===== config.mk =====
export PLATFORM = sky130hd
export DESIGN_NAME = fu_rnd_inc_pipe
export DESIGN_NICKNAME = d
export VERILOG_FILES = /design/src/rtl/fu_rnd_inc_pipe.sv
export SDC_FILE = /design/constraint.sdc
export NUM_CORES = 1
export LEC_CHECK = 0
export CORE_AREA = 2 2 118 120
export DETAILED_ROUTE_END_ITERATION = 16
export DIE_AREA = 0 0 120 122
export GPL_TIMING_DRIVEN = 0
export HOLD_SLACK_MARGIN = 0.1
export PLACE_DENSITY_LB_ADDON = 0.15
export SLEW_MARGIN = 25
export SYNTH_ARGS = -nofsm -noshare
export SYNTH_HDL_FRONTEND = slang
export SYNTH_SLANG_ARGS = --single-unit

===== constraint.sdc =====
create_clock -name nclk -period 3.2 [get_ports nclk]
set_clock_uncertainty 0.2 [all_clocks]
set_input_delay 0.64 -clock nclk [delete_from_list [all_inputs] [get_ports nclk]]
set_output_delay 0.64 -clock nclk [all_outputs]
set_load 0.005 [all_outputs]

===== src/rtl/fu_rnd_inc_pipe.sv =====
// Two-stage carry-select ULP incrementer for the FPU rounder (bit 0 = MSB), valid/ready both sides.
// Stage 1 registers per-segment {x, x+ulp, all-ones}; stage 2 resolves the segment carry chain.
module fu_rnd_inc_pipe #(
  parameter int WIDTH  = 53,
  parameter int SEG    = 8,
  parameter int SP_ULP = 23
) (
  input  logic             nclk,
  input  logic             rst_b,
  input  logic             flush,
  input  logic             in_vld,
  output logic             in_rdy,
  input  logic [0:WIDTH-1] x,
  input  logic             inc,
  input  logic             mode,
  output logic             out_vld,
  input  logic             out_rdy,
  output logic [0:WIDTH-1] res,
  output logic             co
);
  localparam int NSEG = (WIDTH + SEG - 1) / SEG;
  // Numeric (LSB = 0) position of the single-precision ULP.
  localparam int UP1  = WIDTH - 1 - SP_ULP;
  localparam logic [WIDTH-1:0] MASK1 = ~((WIDTH'(1) << UP1) - WIDTH'(1));

  logic [WIDTH-1:0] xv, xm;
  logic [WIDTH-1:0] s0_d, s1_d, s0_q, s1_q, res_d, res_q;
  logic [NSEG-1:0]  p_d, p_q, cy;
  logic             inc_q, co_d, co_q, run_c;
  logic             s1_vld_d, s1_vld_q, out_vld_d, out_vld_q;
  logic             s2_adv, s1_adv, acc;

  assign xv = x;
  assign xm = mode ? (xv & MASK1) : xv;

  assign s2_adv = ~out_vld_q | out_rdy;
  assign s1_adv = ~s1_vld_q | s2_adv;
  assign in_rdy = s1_adv & ~flush;
  assign acc    = in_vld & in_rdy;

  for (genvar k = 0; k < NSEG; k++) begin : g_seg
    localparam int HI = WIDTH - 1 - k * SEG;
    localparam int LO = (HI - SEG + 1 < 0) ? 0 : HI - SEG + 1;
    localparam int SW = HI - LO + 1;
    localparam logic [SW-1:0] ONE    = SW'(1);
    localparam bit            BELOW1 = (HI < UP1);
    localparam int            OFF1   = (UP1 >= LO && UP1 <= HI) ? UP1 - LO : 0;
    // Segments entirely under the SP ULP are zero and carry-transparent.
    localparam logic [SW-1:0] STEP1  = BELOW1 ? '0 : (ONE << OFF1);
    localparam logic [SW-1:0] FILL1  = BELOW1 ? '1 : (STEP1 - ONE);

    logic [SW-1:0] xs, step, fill;
    assign xs   = xm[HI:LO];
    assign step = mode ? STEP1 : ONE;
    assign fill = mode ? FILL1 : '0;

    assign s0_d[HI:LO]  = xs;
    assign s1_d[HI:LO]  = xs + step;
    assign p_d[k]       = &(xs | fill);
    assign res_d[HI:LO] = cy[k] ? s1_q[HI:LO] : s0_q[HI:LO];
  end

  // Carry ripples from the least significant segment (highest k) toward segment 0.
  always_comb begin
    run_c = inc_q;
    cy    = '0;
    for (int k = NSEG - 1; k >= 0; k--) begin
      cy[k] = run_c;
      run_c = run_c & p_q[k];
    end
    co_d = run_c;
  end

  always_comb begin
    s1_vld_d  = s1_vld_q;
    out_vld_d = out_vld_q;
    if (s1_adv) s1_vld_d = acc;
    if (s2_adv) out_vld_d = s1_vld_q;
    if (flush) begin
      s1_vld_d  = 1'b0;
      out_vld_d = 1'b0;
    end
  end

  always_ff @(posedge nclk or negedge rst_b) begin
    if (!rst_b) begin
      s1_vld_q  <= 1'b0;
      out_vld_q <= 1'b0;
      s0_q      <= '0;
      s1_q      <= '0;
      p_q       <= '0;
      inc_q     <= 1'b0;
      res_q     <= '0;
      co_q      <= 1'b0;
    end else begin
      s1_vld_q  <= s1_vld_d;
      out_vld_q <= out_vld_d;
      if (acc) begin
        s0_q  <= s0_d;
        s1_q  <= s1_d;
        p_q   <= p_d;
        inc_q <= inc;
      end
      if (s2_adv && s1_vld_q) begin
        res_q <= res_d;
        co_q  <= co_d;
      end
    end
  end

  assign out_vld = out_vld_q;
  assign res     = res_q;
  assign co      = co_q;

endmodule

==> impl_metrics.csv, run 1 <==
group,metric,value,unit
setup_path,cp_num_buf_inv,3,
cts,cts_sinks,170,
timing,tightest_slew,0.795,ns
final_layout,final_cell_mix,"237 x nand2_1, 170 x dfrtp_1, 114 x clkdlybuf4s50_1",
setup_path,path_common_cell,"clkbuf_1",
synth,ys_ff_latch,170,
timing,hold-worst-slack,0.276,ns
setup_path,worst-path-max-fanout,10,
timing,fin_crit,2.89,ns
cts,cts_buffer_depth,2,
routing,drcViolationCount,0,
synth,synth_area_leaders,"dfrtp_1 56%, nand2_1 12%, o21ai_0 5.0%",
routing,drt_first_pass_iters,5,
placement,hpwl,13800,um
setup_path,crit_family,"buffers and inverters",
floorplan,rows,43,
final_layout,nNetsFinal,1018,
routing,routedWlPerCell,17.8,um
final_layout,drive_gt1_share,7.78,%
cts,clk_latency,0.44,ns
synth,synth_edf_count,0,
cts,post-cts-setup-buffers,0,
cts,clk_pin_slew,0.06,ns
pwr,p_leak,4.46,nW
run,max-cap-violations,0,
placement,gp_congestion,0.896,
final_layout,multi_input_area,3140,sq um
synth,ys.flop_type,"dfrtp_1",
setup_path,worstPathRequired,3.37,ns
pwr,vdd_drop_max,381,uV
routing,drt_wl_total,20400,um
floorplan,die_width,120,um
cts,numCtsBuffers,17,
routing,vias,6444,
synth,netlist_area,7650,sq um
synth,async_reset_ff_share,100,%
hold_path,min_delay_path_depth,2,
timing,timing.fmax,346,MHz
setup_path,slowest_delay,0.51,ns
final_layout,diodes,0,
global_route,grt_overflow,0,
final_layout,final_common_cell,"nand2_1",
run_status,status,"completed",
setup_path,cp-end-kind,"flip-flop",
floorplan,num_io_pins,116,
timing,final_max_slew_viol_count,0,
synth,ys_types,32,
global_route,grt_pass1_wl,33400,um
routing,drt_iter0_markers,491,
setup_path,reg2regPathDepth,6,
timing,finalSetupViolCount,0,
routing,ant_nets,0,
synth,postSynthAreaPerCell,9.40,sq um
synth,yosys.area.top_type,"dfrtp_1",
timing,slew_headroom,47.0,%
cts,h-tree-depth,4,
synth,synth_cells,814,
timing,period_share,90.4,%
timing,grt_setup_unrepaired,"false",
pwr,p_per_area,606,nW/um^2
cts,cts_tree,"done",
hold_path,hold_path.class,"reg -> reg",
global_route,antenna_found_initial,0,
setup_path,cp.depth,9,
setup_path,crit_arrival,3.06,ns
global_route,grt_usage,29.7,%
global_route,grt_pass1_vias,6488,
cts,cts_resized,0,
final_layout,synthToLayoutAreaGrowth,27.5,%
floorplan,initial_core_util,56.7,%
floorplan,dieArea,14600,sq um
timing,final.setup.tns,0,ns
synth,ys_seq_area_share,55.6,%
synth,synth_fp_nets,881,
synth,netlist.area_leader.share,55.6,%
setup_path,crit_chain,"clkdlybuf4s50_1 > clkbuf_1 > clkbuf_1 > nor2b_1 > ha_1 > nand2_1 > nor2_1 > mux2_2 > a21oi_1",
synth,ys_warn_count,0,
final_layout,nFillCells,1001,
floorplan,die_h,122,um
placement,portBuffers,115,
final_layout,ff_latch_area,4250,sq um
cts,cts_root_buffer,"clkbuf_16",
setup_path,crit_path_start_kind,"primary input",
timing,finalHoldViolCount,0,
floorplan,core-area,13500,sq um
global_route,grt_max_degree,97,
setup_path,crit_slowest_cell,"clkdlybuf4s50_1",
routing,drt-vias-per-instance,5.63,
setup_path,worstSetupPathType,"in -> reg",
[synth_stat cells (all sizes together) (2+ instances only)]
library cell,count
nand3,22
nand2,237
o31ai,5
nand4,9
clkbuf,18
and3,4
a21oi,52
mux2,14
nand2b,18
a31oi,8
buf,26
xnor2,20
nor2,53
ha,7
o21ai,82
and2,5
nor2b,13
mux2i,21
dfrtp,170
xor2,18
nor3,2
inv,3
and4,2
[power by group]
| part | total [W] | switching [W] | internal, W |
|---|---|---|---|
| logic | 0.00100 | 0.000484 | 0.000517 |
| registers | 0.00264 | 0.000182 | 0.00246 |
| clock network | 0.00226 | 0.000854 | 0.00141 |
[through the flow]
step           instance area, sq um  power, W  instances  setup WS [ns]  utilization [%]
2_1_floorplan                  7650   0.00308        814          0.972                -
3_3_place_gp                   9030   0.00361       1109          -5.32             66.8
3_5_place_dp                   9090   0.00367       1111        -0.0957             67.3
4_1_cts                        9750   0.00592       1144          0.340             72.2
5_1_grt                        9750   0.00617       1144          0.201             72.2
6_report                       9750   0.00591       1144          0.306             72.2
[worst register-to-register path, cell delays in order, from the launching register on]
cell and delay [ns]:
dfrtp_1 0.37, nand2b_1 0.09, nand2_1 0.16, clkbuf_1 0.44, buf_1 0.66, nand2_1 0.11, o21ai_0 0.11
[kinds of logic after synthesis]
logic type,Yosys count,share of synthesized area [%]
AOI/OAI and AO/OA,148,10.0
xor gates and xnor gates,38,4.35
adders and majority gates,7,1.14
buffers and inverters,47,3.42
DFF,170,55.6
muxes,35,4.81
and+or+nand+nor,369,20.7
[final timing paths]
check,start,endpoint,slack [ns]
min in group asynchronous,rst_b,res[48],0.62
max in group asynchronous,rst_b,s0_q[46],1.44
min reg2reg,s1_q[14],s1_q[14],0.28
min,s1_q[14],s1_q[14],0.28
max,mode,s1_q[27],0.31
max reg2reg,out_vld,res[37],0.98
[routing by layer]
| layer | up-vias | track usage, % | part of all wire [%] |
|---|---|---|---|
| met4 | 0 | 12.1 | 2.4 |
| li1 | 2971 | - | - |
| met3 | 39 | 4.78 | 6.2 |
| met2 | 259 | 47.9 | 48 |
| met1 | 3175 | 40.5 | 43 |
| met5 | - | 0 | 0 |
[what timing repair did]
| action | 4_1_cts | 5_1_grt |
|---|---|---|
| endpoints found under the setup margin | 0 | 0 |
| endpoints found under the hold margin | 95 | 0 |
| hold buffers | 1 | 0 |
[final cells by class]
| type | instances | area share [%] |
|---|---|---|
| plain buffers | 44 | 2.57 |
| clock buffers | 22 | 5.07 |
| clock inverters | 10 | 1.67 |
| inverters | 3 | 0.115 |
| multi-input cells | 597 | 32.1 |
| flip-flops and latches | 170 | 43.6 |
| well taps | 180 | 2.31 |
| repair buffers | 118 | 12.5 |
[registers in the layout, summed over array words and instances (netlist names)]
register	cells
out_vld	1
s1_vld_q	1
s0_q	53
p_q	7
inc_q	1
res	53
s1_q	53
co	1
(Power assumes the default switching activity.)
==> run 2, diff against run 1 <==
PLACE_DENSITY = 0.85   (was not set)
PLACE_DENSITY_LB_ADDON = not set   (was 0.15)
==> impl_metrics.csv, run 2 (synthesized netlist as in run 1, its figures left out) <==
group,metric,value,unit
run_status,status,"completed",
global_route,grt_overflow,0,
run,max-cap-violations,0,
pwr,p_leak,4.41,nW
timing,finalHoldViolCount,0,
timing,period_share,89.1,%
timing,finalSetupViolCount,0,
placement,gp_congestion,0.871,
cts,post-cts-setup-buffers,0,
global_route,antenna_found_initial,0,
setup_path,crit_path_start_kind,"primary input",
global_route,grt.busiest_layer,"met2",
timing,grt_setup_unrepaired,"false",
global_route,grt_usage,28.6,%
setup_path,crit_chain,"clkdlybuf4s50_1 > clkbuf_1 > clkbuf_1 > nor2b_1 > ha_1 > nand2_1 > nor2_1 > mux2_2 > a21oi_1",
floorplan,rows,43,
routing,drt-vias-per-instance,5.58,
global_route,grt_pass1_vias,6417,
timing,timing.fmax,351,MHz
global_route,use_met1,38.4,%
final_layout,fin_util,71.5,%
setup_path,worst-path-max-fanout,10,
final_layout,nFillCells,978,
floorplan,num_io_pins,116,
cts,h-tree-depth,4,
floorplan,dieArea,14600,sq um
routing,drt_iter0_markers,643,
routing,drcViolationCount,0,
pwr,vdd_drop_max,448,uV
timing,slew_headroom,47.6,%
final_layout,final_common_cell,"nand2_1",
floorplan,core-area,13500,sq um
setup_path,slowest_delay,0.51,ns
cts,cts_root_buffer,"clkbuf_16",
global_route,grt_pass1_wl,32000,um
placement,hpwl,13300,um
timing,tightest_slew,0.786,ns
routing,drt_first_pass_iters,5,
setup_path,crit_slowest_cell,"clkdlybuf4s50_1",
hold_path,hold_path.class,"reg -> reg",
cts,cts_buffer_depth,2,
final_layout,stdcell_count,1144,
final_layout,drive_gt1_share,7.26,%
setup_path,worstSetupPathType,"in -> reg",
global_route,use_met2,45.2,%
floorplan,die_width,120,um
cts,cts_sinks,170,
final_layout,diodes,0,
placement,portBuffers,115,
pwr,p_per_area,580,nW/um^2
floorplan,initial_core_util,56.7,%
final_layout,nNetsFinal,1018,
setup_path,crit_arrival,3.01,ns
timing,final_max_slew_viol_count,0,
final_layout,synthToLayoutAreaGrowth,26.2,%
cts,clk_latency,0.43,ns
final_layout,final_cell_mix,"237 x nand2_1, 170 x dfrtp_1, 114 x clkdlybuf4s50_1",
routing,drt_wl_total,19600,um
routing,vias,6382,
routing,routedWlPerCell,17.2,um
setup_path,path_common_cell,"clkbuf_1",
global_route,grt_max_degree,78,
timing,fin_crit,2.85,ns
global_route,use_met3,6.79,%
placement,dp.cells,1111,
cts,numCtsBuffers,17,
floorplan,die_h,122,um
setup_path,reg2reg_slack,1.04,ns
setup_path,worstPathRequired,3.36,ns
cts,clk_pin_slew,0.06,ns
cts,cts_tree,"done",
setup_path,cp-end-kind,"flip-flop",
routing,ant_nets,0,
==> run 2: cell count changes in the layout (fill, tap and decap cells not counted), sizes merged <==
cell      change
bufinv        -3
clkinvlp      +1
clkinv        -2
clkbuf        +4
==> run 2: routing by layer <==
layer	wire length [um]	share of wire (%)
met1	8350	43
met2	9300	47
met3	1460	7.4
met4	525	2.7
met5	0	0
==> run 2: worst max-delay path: cells and delay by family <==
kind                     cells  cell delay, ns
AND/OR/NAND/NOR              3            0.25
adder cells (fa/ha/maj)      1            0.26
buffers and inverters        3            1.45
AO/OA/AOI/OAI                1            0.13
multiplexers                 1            0.27
==> run 2: path summary, 6_finish.rpt <==
check / startpoint / end / cells after the start
setup / recovery: mode / s1_q[27] / 9
min in group asynchronous: rst_b / res[38] / 2
max in group asynchronous: rst_b / s1_q[40] / 4
setup reg to reg: out_vld / res[40] / 6
hold reg to reg: s0_q[38] / s0_q[38] / 2
hold / removal: s0_q[38] / s0_q[38] / 2
==> run 2: metrics by stage <==
step / area (sq um) / total power, W / hold slack [ns] / setup TNS, ns / setup WS, ns
after floorplan: 7650 / 0.00308 / 0.144 / 0 / 0.972
after global placement: 9030 / 0.00361 / 0.254 / -928.37 / -5.47
after detailed placement: 9090 / 0.00366 / 0.262 / -0.0566 / -0.0566
after CTS: 9660 / 0.00561 / 0.277 / 0 / 0.379
after global routing: 9660 / 0.00585 / 0.296 / 0 / 0.169
final: 9660 / 0.00560 / 0.274 / 0 / 0.349
==> run 2: what timing repair did <==
action | in CTS | in global routing
hold buffers | 1 | 0
resized for setup | 0 | 0
endpoints found under the hold margin | 34 | 0
==> run 2: report_power, final <==
part / total [W] / internal [W] / leakage, nW / switching [W]
clock: 0.00197 / 0.00115 / 0.267 / 0.000821
sequential: 0.00264 / 0.00246 / 2.13 / 0.000177
combinational: 0.000992 / 0.000516 / 2.01 / 0.000476
==> run 2: area by class of cell <==
type | count | area (sq um) | share of cell area (%)
buffer | 44 | 250 | 2.59
tap | 180 | 225 | 2.33
multi-input combinational | 597 | 3140 | 32.5
clock buffer | 26 | 499 | 5.17
inverter | 3 | 11.3 | 0.117
sequential | 170 | 4250 | 44.0
clock inverter | 6 | 62.6 | 0.648
timing repair buffer | 118 | 1220 | 12.6
